==> config.mk <==
export PLATFORM = sky130hd
export DESIGN_NAME = bcd_time_counter
export DESIGN_NICKNAME = d
export VERILOG_FILES = /design/src/rtl/time_pkg.sv /design/src/rtl/bcd_digit_ctr.sv /design/src/rtl/bcd_time_counter.sv
export SDC_FILE = /design/constraint.sdc
export NUM_CORES = 1
export LEC_CHECK = 0
export BUFFER_PORTS_ARGS = -buffer_cell sky130_fd_sc_hd__buf_2
export CELL_PAD_IN_SITES_DETAIL_PLACEMENT = 0
export CELL_PAD_IN_SITES_GLOBAL_PLACEMENT = 2
export CORE_ASPECT_RATIO = 0.5
export CORE_UTILIZATION = 36
export DETAILED_ROUTE_END_ITERATION = 6
export PLACE_DENSITY = 0.95
export SYNTH_ARGS = -nofsm -noshare
export SYNTH_HDL_FRONTEND = slang
export SYNTH_SLANG_ARGS = --single-unit
==> constraint.sdc <==
create_clock -name clk -period 12.2 [get_ports clk]
set_clock_uncertainty 0.2 [all_clocks]
set_input_delay 0.61 -clock clk [delete_from_list [all_inputs] [get_ports clk]]
set_output_delay 0.61 -clock clk [all_outputs]
set_load 0.05 [all_outputs]
==> src/rtl/time_pkg.sv <==
// time_pkg: BCD limits, hour bounds and conversion helpers for the time-of-day counter
package time_pkg;
  localparam logic [3:0] MAX_LS = 4'd9;
  localparam logic [3:0] MAX_MS_MINSEC = 4'd5;
  localparam logic [6:0] H24_MAX = 7'd23;
  localparam logic [6:0] H12_MIN = 7'd1;
  localparam logic [6:0] H12_MAX = 7'd12;
  typedef logic [3:0] bcd_digit_t;
  typedef struct packed {
    logic [7:0] hh;
    logic [7:0] mm;
    logic [7:0] ss;
  } hhmmss_t;
  function automatic logic [6:0] bcd2bin(input logic [7:0] h);
    return 7'(h[7:4]) * 7'd10 + 7'(h[3:0]);
  endfunction
  function automatic logic [7:0] bin2bcd(input logic [6:0] b);
    return {4'(b / 7'd10), 4'(b % 7'd10)};
  endfunction
endpackage

==> src/rtl/bcd_digit_ctr.sv <==
// bcd_digit_ctr: one BCD digit with load, increment and runtime wrap bounds
module bcd_digit_ctr
  import time_pkg::*;
(
  input  logic       clk,
  input  logic       rst_n,
  input  logic       inc,
  input  logic       load,
  input  bcd_digit_t load_val,
  input  bcd_digit_t max,
  input  bcd_digit_t min,
  output bcd_digit_t q,
  output logic       carry
);
  assign carry = inc && q == max;
  always_ff @(posedge clk or negedge rst_n)
    if (!rst_n) q <= '0;
    else if (load) q <= load_val;
    else if (inc) q <= carry ? min : q + 4'd1;
endmodule

==> src/rtl/bcd_time_counter.sv <==
// bcd_time_counter: HH:MM[:SS] BCD time-of-day counter with 12h/24h mode and validated loads
module bcd_time_counter
  import time_pkg::*;
#(
  parameter bit         WITH_SECONDS = 1'b0,
  parameter logic [7:0] RESET_HOUR   = 8'h00
) (
  input  logic        clk,
  input  logic        rst_n,
  input  logic        tick,
  input  logic        load_new_c,
  input  logic [15:0] new_current_time,
  input  logic [7:0]  new_seconds,
  input  logic        new_pm,
  input  logic        mode_12h,
  output logic [15:0] current_time,
  output logic [7:0]  seconds,
  output logic        pm,
  output logic        day_rollover,
  output logic        load_err
);
  hhmmss_t nt;
  logic mode_q, pending, valid, accept, conv, adv, c_sec, c_ls_min, hour_inc, roll;
  logic min_ok, sec_ok, hour_ok;
  bcd_digit_t ls_min, ms_min;
  logic [6:0] hb, nb, h12, h24;
  logic [7:0] hh, hh_inc, hh_tick;
  assign nt = '{hh: new_current_time[15:8], mm: new_current_time[7:0], ss: new_seconds};
  always_comb begin
    nb = bcd2bin(nt.hh);
    hb = bcd2bin(hh);
    min_ok = nt.mm[7:4] <= MAX_MS_MINSEC && nt.mm[3:0] <= MAX_LS;
    sec_ok = !WITH_SECONDS || (nt.ss[7:4] <= MAX_MS_MINSEC && nt.ss[3:0] <= MAX_LS);
    hour_ok = nt.hh[7:4] <= MAX_LS && nt.hh[3:0] <= MAX_LS &&
              (mode_12h ? nb >= H12_MIN && nb <= H12_MAX : nb <= H24_MAX);
    valid = min_ok && sec_ok && hour_ok;
    accept = load_new_c && valid;
    conv = !load_new_c && mode_12h != mode_q;
    adv = !load_new_c && !conv && (tick || pending);
    hh_inc = hh[3:0] == MAX_LS ? {hh[7:4] + 4'd1, 4'd0} : {hh[7:4], hh[3:0] + 4'd1};
    hh_tick = !mode_q ? (hb == H24_MAX ? 8'h00 : hh_inc) :
              hb == H12_MAX ? 8'h01 : hb == H12_MAX - 7'd1 ? 8'h12 : hh_inc;
    roll = hour_inc && (mode_q ? hb == H12_MAX - 7'd1 && pm : hb == H24_MAX);
    h12 = hb == 7'd0 ? H12_MAX : hb > H12_MAX ? hb - H12_MAX : hb;
    h24 = hb == H12_MAX ? (pm ? H12_MAX : 7'd0) : pm ? hb + H12_MAX : hb;
  end
  generate
    if (WITH_SECONDS) begin : g_sec
      bcd_digit_t ls_sec, ms_sec;
      logic c_ls_sec;
      bcd_digit_ctr u_ls_sec (.clk, .rst_n, .inc(adv), .load(accept), .load_val(nt.ss[3:0]),
                              .max(MAX_LS), .min(4'd0), .q(ls_sec), .carry(c_ls_sec));
      bcd_digit_ctr u_ms_sec (.clk, .rst_n, .inc(c_ls_sec), .load(accept), .load_val(nt.ss[7:4]),
                              .max(MAX_MS_MINSEC), .min(4'd0), .q(ms_sec), .carry(c_sec));
      assign seconds = {ms_sec, ls_sec};
    end else begin : g_nosec
      assign c_sec = adv;
      assign seconds = 8'h00;
    end
  endgenerate
  bcd_digit_ctr u_ls_min (.clk, .rst_n, .inc(c_sec), .load(accept), .load_val(nt.mm[3:0]),
                          .max(MAX_LS), .min(4'd0), .q(ls_min), .carry(c_ls_min));
  bcd_digit_ctr u_ms_min (.clk, .rst_n, .inc(c_ls_min), .load(accept), .load_val(nt.mm[7:4]),
                          .max(MAX_MS_MINSEC), .min(4'd0), .q(ms_min), .carry(hour_inc));
  assign current_time = {hh, ms_min, ls_min};
  // A rejected load keeps mode_q so a concurrent mode change still converts next cycle
  always_ff @(posedge clk or negedge rst_n)
    if (!rst_n) begin
      hh <= RESET_HOUR;
      pm <= 1'b0;
      mode_q <= 1'b0;
      pending <= 1'b0;
      day_rollover <= 1'b0;
      load_err <= 1'b0;
    end else begin
      mode_q <= load_new_c && !valid ? mode_q : mode_12h;
      pending <= conv && tick;
      day_rollover <= roll;
      load_err <= load_new_c && !valid;
      if (accept) begin
        hh <= nt.hh;
        pm <= mode_12h && new_pm;
      end else if (conv) begin
        hh <= bin2bcd(mode_12h ? h12 : h24);
        pm <= mode_12h && hb >= H12_MAX;
      end else if (hour_inc) begin
        hh <= hh_tick;
        pm <= pm ^ (mode_q && hb == H12_MAX - 7'd1);
      end
    end
endmodule
---- Word level (Yosys, flattened, before mapping) ----
Index checks and enable logic that the tools add are counted.
operators by class
  $add $sub $neg .......................... 8
  multipliers ............................. 2
  divide/modulo/power cells ............... 2
  $lt $le $gt $ge ......................... 9
  equality and inequality tests ........... 7
  shift operators ......................... 0
  mux-type cells .......................... 25
  bitwise gates (word level) .............. 1
  reduce and logical (&&, ||, !) cells .... 26
operators by type and width
  operator                                                                              number
  8-bit two-way mux                                                                     8
  7-bit two-way mux                                                                     5
  4-bit two-way mux                                                                     7
  1-bit logical AND                                                                     18
  4-bit by 1-bit adder with 4-bit output (second input constant)                        4
  7-bit by 4-bit adder with 7-bit output                                                2
  7-bit by 4-bit equality test with 1-bit output (second input constant)                2
  4-bit <= comparator (second input constant)                                           3
  4-bit by 3-bit multiplier with 6-bit output (second input constant)                   2
  4-bit equality test (second input constant)                                           2
  7-bit by 4-bit adder with 7-bit output (second input constant)                        1
  7-bit by 4-bit divider with 7-bit output (second input constant)                      1
  7-bit by 5-bit equality test with 1-bit output (second input constant)                1
  7-bit by 1-bit greater-or-equal comparator with 1-bit output (second input constant)  1
  7-bit by 4-bit greater-or-equal comparator with 1-bit output (second input constant)  1
  7-bit by 4-bit greater-than comparator with 1-bit output (second input constant)      1
  7-bit by 4-bit <= comparator with 1-bit output (second input constant)                1
  7-bit by 5-bit <= comparator with 1-bit output (second input constant)                1
  7-bit logical NOT                                                                     1
  7-bit by 4-bit modulo with 7-bit output (second input constant)                       1
  7-bit by 4-bit subtractor with 7-bit output (second input constant)                   1
  1-bit two-way mux                                                                     5
  4-bit by 3-bit equality test with 1-bit output (second input constant)                1
  4-bit by 3-bit <= comparator with 1-bit output (second input constant)                1
  other kinds (6)                                                                       9
storage, ports and cells
  register bits after elaboration ......... 21
  latch bits .............................. 0
  memory bits (writable) .................. 0
  ROM bits ................................ 0
  bits of input ports ..................... 30
  output and inout port bits .............. 27
  word-level logic and storage cells ...... 88
  memories kept ........................... 0

---- Logic depth before layout (Yosys ltp) ----
Gate-level depths: netlist (run 1).
  depth in word-level cells ............... 10
  mapped depth ............................ 20

---- Hierarchy ----
Synthesis (run 1) repeated with hierarchy kept, for this count alone.
second synthesis, totals
  cell total of the unflattened synthesis .. 417
  area, all modules ....................... 3330.7 µm²
modules (own cells, without submodules)
  module            instances  cells each  area each (µm²)
  bcd_time_counter  1          335         2587.5
  bcd_digit_ctr     2          41          371.6

---- Worst setup path before layout (run 1) ----
No wires, ideal clock.
  kind .................................... register to register
  start point ............................. register hh[5]
  end point ............................... register hh[2]
  data arrival time ....................... 4.719 ns
  required time ........................... 11.870 ns
  setup slack ............................. 7.150 ns
  cell stages (with the launch flop) ...... 20
  buffers on the path ..................... 0
  clock period less this slack ............ 5.050 ns
  cells stage by stage .................... dfrtp_1 ha_1 ha_1 inv_1 fa_1 xnor3_1 o211ai_4 a2111oi_0 o2bb2ai_1 a211oi_1 a21oi_2 xnor2_1 o22ai_1 a21oi_1 ha_1 o21a_1 a31o_2 a211oi_4 o21a_1 o31ai_2
between the ends
  cells in the longest elaborated chain, start to end .. 9
  elaborated cells between the ends (all ways) .. 22
  classes of those cells .................. add/sub (3); mul (1); div (1); order compare (1); eq/ne (3); mux (12); reduce/logical (1)
RTL lines
  element                                                                       RTL line                                        source
  start, declared                                                               bcd_time_counter.sv:27                          logic [7:0] hh, hh_inc, hh_tick;
  start signal, assigned                                                        bcd_time_counter.sv:81                          hh <= nt.hh;
  start signal, assigned                                                        bcd_time_counter.sv:84                          hh <= bin2bcd(mode_12h ? h12 : h24);
  start signal, assigned                                                        bcd_time_counter.sv:87                          hh <= hh_tick;
  4-bit by 3-bit multiplier with 6-bit output (*)                               time_pkg.sv:15                                  return 7'(h[7:4]) * 7'd10 + 7'(h[3:0]);
  7-bit by 4-bit adder with 7-bit output (*)                                    time_pkg.sv:15
  7-bit by 4-bit adder with 7-bit output (tied with other cells)                bcd_time_counter.sv:45                          h24 = hb == H12_MAX ? (pm ? H12_MAX : 7'd0) : pm ? hb + H12_MAX : hb;
  7-bit two-way mux (tied with other cells) (2 in a row)                        bcd_time_counter.sv:45
  7-bit two-way mux or 8-bit two-way mux (tied branches)                        bcd_time_counter.sv:84, bcd_time_counter.sv:41
  7-bit by 4-bit modulo with 7-bit output or 8-bit two-way mux (tied branches)  time_pkg.sv:18, bcd_time_counter.sv:86
  8-bit two-way mux (*)                                                         bcd_time_counter.sv:83                          end else if (conv) begin
  8-bit two-way mux (*)                                                         bcd_time_counter.sv:80                          if (accept) begin
Every way passes the cells marked *; elsewhere a longest branch is shown, timed or not. The select of a mux whose other input is x is not followed.
A chain may end at the register's enable or synchronous reset.

---- Worst setup path after layout (run 1) ----
  start point ............................. register hh[7]
  end point ............................... register hh[2]
The elaborated chain is that of the path after synthesis.

==> reports/results.txt, run 1 <==
Vias/cell - 5.77
R2r setup slk - 6570 ps
Setup TNS - 0 ps
IO Port Bufs - 40
Reg clk slew, reported paths - 60 ps
Die Span Y - 66.1 um
H-tree levels - 1
Wire per inst - 15.9 um
Mapped cell area - 0.00296 mm^2
Tmin final - 5630 ps
Synth async-reset ratio - 100%
Chip width - 130 um
CTS Buf Count - 3
Fmax - 178 MHz
Clock Tree Root - clkbuf_16
Critical path startpoint category - flip-flop
Slew @ Worst Pin - 738 ps
DRT iter0 DRCs - 180
Sequential element share of the synthesized area - 17.8%
Hpwl dp - 6220 um
Worst setup EP type - flip-flop
Ys flop type - dfrtp_1
CP arrival - 5600 ps
Mapped Avg Cell Area - 8.10 um^2
Hold Crit Class - in -> async
Core Area - 0.00762 mm^2
Critical R2R Launch - hh[7]
Full die area - 0.00860 mm^2
Distinct cell type count after synthesis - 75
Pre-Repair DR Iteration Count - 5
Slew HR - 50.8%
DRC - 0
DRT Wirelength - 7990 um
First-pass GRT wire length - 13,000 um
Placed cells - 500
Via count - 2,909
Max Slew Vio Count - 0
Layout Area Growth over Synthesis - 10.8%
Antenna diodes - 0
Layout cells sized above 1 - 17.7%
Number of global-route vias before repair - 2,651
Worst path required time - 12,170 ps
Final period utilization - 46.2%
YS warnings - 0
Max_cap viols - 0
Final Non-Filler Cells - 504
Post-CTS Setup Bufs - 0
DRT antenna net count - 0
CP Max Fanout - 15
# setup viols final - 0
Cells after Synth - 365
IO Pins - 57
Max Root-Sink Buffers - 2
RSZ-0062 raised after global routing - false
Synth Register Bits - 21
Initial core utilization - 38.8%
Status - finished, final reports clean
Placement Rows - 22
Reg2reg end - hh[2]
Final Hold Vio Count - 0
Worst-skew pair later-pin latency - 250 ps
CTS Hold Buffers Added - 0
Antenna violations before repair - 0
Final instance area - 0.00327 mm^2
WHS - 124 ps
EDFF count, synth - 0
Total track usage - 19.3%
Largest net degree at the start of global routing - 34
Post-DP Area - 0.00319 mm^2
Clk sink count - 21
TritonCTS clock tree - yes
Routability-driven placement congestion ratio - 0.852
Final #Nets - 458
Grt ovf - 0
Number of gates resized after cts - 0
Critical path class - reg -> reg
R2R depth - 19
[area by class of cell]
cell class / instances / area [um^2]
Fill cell: 771 / 4350
Multi-Input combinational cell: 315 / 2270
Timing Repair Buffer: 40 / 200
Clock buffer: 3 / 75.1
Clock inverter: 1 / 5.00
Tap cell: 108 / 135
Sequential cell: 21 / 526
Inverter: 16 / 60.1
[Yosys cell counts (all sizes together), types with 6 or more instances]
cell type	instances	share of area, %
a21oi	34	6.1
and3	6	1.3
buf	13	3.3
clkbuf	7	0.89
dfrtp	21	18
ha	27	11
inv	16	2.0
nand2	28	3.6
nand3	15	2.7
nand4	8	2.2
nor2	31	3.9
nor3	12	2.0
o211ai	11	3.3
o21ai	28	4.7
xnor2	8	2.4
xor2	8	3.3
[worst max-delay path by stage]
| stage | to | slack [ps] | from | cells after the start |
|---|---|---|---|---|
| after floorplan | hh[2] | 7150 | hh[5] | 19 |
| after global placement | hh[2] | 6760 | hh[7] | 19 |
| after detailed placement | hh[2] | 6590 | hh[7] | 19 |
| after CTS | hh[2] | 6560 | hh[7] | 19 |
| after global routing | hh[2] | 6150 | hh[7] | 19 |
| final | hh[2] | 6570 | hh[7] | 19 |
[cell usage in the layout, fill, tap and decap left out, drive strengths merged, types with 5 or more instances in the layout]
cell type,n
a21oi,34
o211ai,11
a211oi,5
o21a,5
buf,40
nand3,15
conb,8
nor3,12
nand4,8
ha,27
dfrtp,21
xnor2,8
xor2,8
nand2,28
a21o,5
inv,16
o21ai,28
nor2,31
and3,6
[metrics by stage]
step | setup slack [ps] | util [%]
after floorplan | 7150 | -
after global placement | 6760 | 41.9
after detailed placement | 6590 | 41.9
after CTS | 6560 | 42.9
after global routing | 6150 | 42.9
final | 6570 | 42.9
[metal layers]
metal	global-route usage [%]	part of all wire, %
met5	0	0
met4	4.07	0.43
met3	1.54	4.5
met2	32.2	46
met1	27.2	49
[critical path, stage by stage, from the launching register on]
cell      delay (ps)
dfrtp_1          610
ha_1             320
ha_1             190
inv_1             60
fa_1             510
a21boi_2         220
a22oi_2          620
nand4_1          200
and3_2           250
o41a_2           490
nand3_2          170
nand2_1           70
o22ai_1          320
a21oi_1          120
ha_1             310
o21a_1           130
a31o_2           230
a211oi_4         230
nor3b_1          110
o31ai_2          170
[state kept, by name, indices dropped and copies added, names as in the netlist]
register and cells:
hh 8, u_ls_min.q 4, u_ms_min.q 4, day_rollover 1
load_err 1, mode_q 1, pending 1, pm 1
[kinds of logic (layout without fill, tap and decap cells)]
logic type | count (synthesis) | count (layout) | synth area share (%)
AO/OA/AOI/OAI | 129 | 129 | 31.6
XOR/XNOR | 17 | 17 | 6.39
adder cells (fa/ha/maj) | 32 | 32 | 14.5
buffers and inverters | 36 | 60 | 6.18
flip-flops | 21 | 21 | 17.8
multiplexers | 3 | 3 | 1.02
other | 1 | 8 | 0.127
AND/OR/NAND/NOR | 126 | 126 | 22.4
Power of run 1 is left out: the tool's default activity adds up to more than one toggle a clock period on the data nets, which glitch-free logic cannot reach.
==> inputs of run 2 (changes only) <==
- CORE_UTILIZATION: 36 -> 33
- PLACE_DENSITY: 0.95 -> 0.89
- clock period: 12.2 -> 5.3 ns (I/O delays scaled with it)
==> run 2 against run 1 <==
  * Flip-flop and latch count unchanged
  * Critical path depth up 1
  * First-iteration DRC count up 1.1%
  * Worst hold slack worse by 67 ps
  * Setup slack worse by 6300 ps
==> reports/results.txt, run 2 (synthesis results as in run 1) <==
Critical path startpoint category - flip-flop
Slew HR - 55.5% (+4.6 points)
Number of global-route vias before repair - 2,597 (-2.0%)
Hold Crit Class - in -> reg
Post-DP Area - 0.00333 mm^2 (+4.4%)
H-tree levels - 1 (unchanged)
Chip width - 136 um (+4.4%)
Most common cell after layout, fill and taps aside - buf_2
Layer carrying the most global-route usage - met2
Met1 Usage GRT - 26.4% (-0.78 points)
Slowest-stage cell, CP - fa_1
Cell mode on critical path - ha_1
Core Area - 0.00835 mm^2 (+9.5%)
Largest net degree at the start of global routing - 34 (unchanged)
Crit-path cells - ha_1 -> ha_1 -> inv_1 -> fa_1 -> xnor3_1 -> o211ai_4 -> a211oi_2 -> buf_4 -> nor3_1 -> a2bb2oi_2 -> a21o_1 -> nand2_1 -> o22ai_1 -> a21oi_1 -> ha_1 -> buf_4 -> a31o_2 -> a211oi_4 -> nor3b_1 -> o31ai_2
Tmin final - 5060 ps (-568 ps)
IO Pins - 57 (unchanged)
Layout Area Growth over Synthesis - 16.9%
Via count - 2,938 (+1.0%)
Biggest register - hh
Final worst slack - 237 ps (-6330 ps)
Placement Rows - 23 (+4.5%)
Most frequent cells in the layout - 40 x buf_2, 31 x a21oi_1, 31 x nor2_1, 28 x nand2_1, 28 x o21ai_0
Max_cap viols - 0 (unchanged)
Die Span Y - 68.9 um (+4.3%)
Fill cell count - 869 (+13%)
First-pass GRT wire length - 13,500 um (+4.1%)
Register area - 526 um^2 (unchanged)
Antenna violations before repair - 0 (unchanged)
Hold Path End - pm
Clock Tree Root - clkbuf_16
Largest stage delay, worst path - 610 ps (about the same)
Pre-Repair DR Iteration Count - 4 (-1)
DRT Wirelength - 8490 um (+6.2%)
Clk sink count - 21 (unchanged)
Multi-input logic area - 0.00228 mm^2 (+0.22%)
Layout cells sized above 1 - 22.0% (+4.3 points)
Final period utilization - 95.5% (+49 points)
Hpwl dp - 6600 um (+6.0%)
Critical R2R Launch - hh[5]
DRT antenna net count - 0 (unchanged)
Grt ovf - 0 (unchanged)
TritonCTS clock tree - yes
Placed cells - 522 (+4.4%)
Worst-skew pair later-pin latency - 260 ps (about the same)
CP Max Fanout - 7 (-8)
Buf/Inv on CP - 3 (+2)
DP Worst Slack - 287 ps (-6310 ps)
DRC - 0 (unchanged)
Slew @ Worst Pin - 663 ps (-74.7 ps)
Total track usage - 18.6% (-0.71 points)
Final Util - 41.4% (-1.5 points)
Reg2reg end - hh[2]
Antenna diodes - 0 (unchanged)
Fmax - 198 MHz (+11%)
Met3 Use GR - 0.877% (-0.66 points)
Critical path class - reg -> reg
Reg clk slew, reported paths - 60 ps (about the same)
Max Root-Sink Buffers - 2 (unchanged)
CP arrival - 5030 ps (-570 ps)
CTS Buf Count - 3 (unchanged)
Final Non-Filler Cells - 530 (+5.2%)
CP top delay family - compound AO/OA/AOI/OAI gates
IO Port Bufs - 40 (unchanged)
Largest register FFs - 8 (unchanged)
Routability-driven placement congestion ratio - 0.852 (about the same)
Worst path required time - 5270 ps (-6900 ps)
Min-Delay Path Depth - 3
Initial core utilization - 35.4% (-3.3 points)
Full die area - 0.00936 mm^2 (+8.9%)
Max Slew Vio Count - 0 (unchanged)
Vias/cell - 5.54 (-4.0%)
# setup viols final - 0 (unchanged)
Wire per inst - 16.0 um (+0.95%)
Final #Nets - 480 (+4.8%)
Worst setup EP type - flip-flop
Final Hold Vio Count - 0 (unchanged)
Min-delay src - new_pm
Grt met2 use - 32.2% (-0.041 points)
DRT iter0 DRCs - 182 (+1.1%)
Final instance area - 0.00345 mm^2 (+5.5%)
R2R depth - 20 (+1)
R2r setup slk - 240 ps (-6330 ps)
Largest regs - hh (8), u_ls_min.q (4), u_ms_min.q (4)
Status - finished, final reports clean
==> run 2: worst reg2reg max path, delay by kind of cell, from the launching register on <==
kind,cells,cell delay [ps]
buffers and inverters,3,390
DFF,1,390
xor gates and xnor gates,1,510
adders and majority gates,4,1280
and+or+nand+nor,3,420
AOI/OAI and AO/OA,9,1820
==> run 2: final cells by class <==
type	count	area share (%)
well taps	112	4.06
inverters	16	1.74
clock inverters	1	0.217
multi-input cells	315	66.0
flip-flops and latches	21	15.2
clock buffers	3	2.17
repair buffers	62	10.6
==> run 2: what timing repair did <==
action / in CTS / in global routing
setup buffers: 0 / 3
hold endpoints to repair: 21 / 0
endpoints found under the setup margin: 0 / 1
hold buffers: 1 / 0
gates resized for setup: 0 / 1
==> run 2: metrics by stage <==
step | TNS [ps] | hold slack (ps)
floorplan | 0 | -231
global placement | 0 | 76.2
global route | -3.07 | 72.6
finish | 0 | 56.7
CTS | 0 | 54.9
detailed placement | 0 | 76.3
==> run 2: worst max path at each step <==
stage                     start     to  slack [ps]  depth (start not counted)
after floorplan           hh[5]  hh[2]         250                         19
after global placement    hh[5]  hh[2]         320                         20
after detailed placement  hh[7]  hh[2]         290                         20
after CTS                 hh[7]  hh[2]         230                         20
after global routing      hh[5]  hh[2]          -3                         20
final                     hh[5]  hh[2]         240                         20
==> run 2: per-layer routing <==
metal	vias up	share of wire [%]	routed length, um
met5	-	0	0
met4	0	0.75	64
met3	4	3.6	307
met2	74	45	3830
met1	1399	50	4280
li1	1461	-	-
Power of run 2 is left out for the same reason.
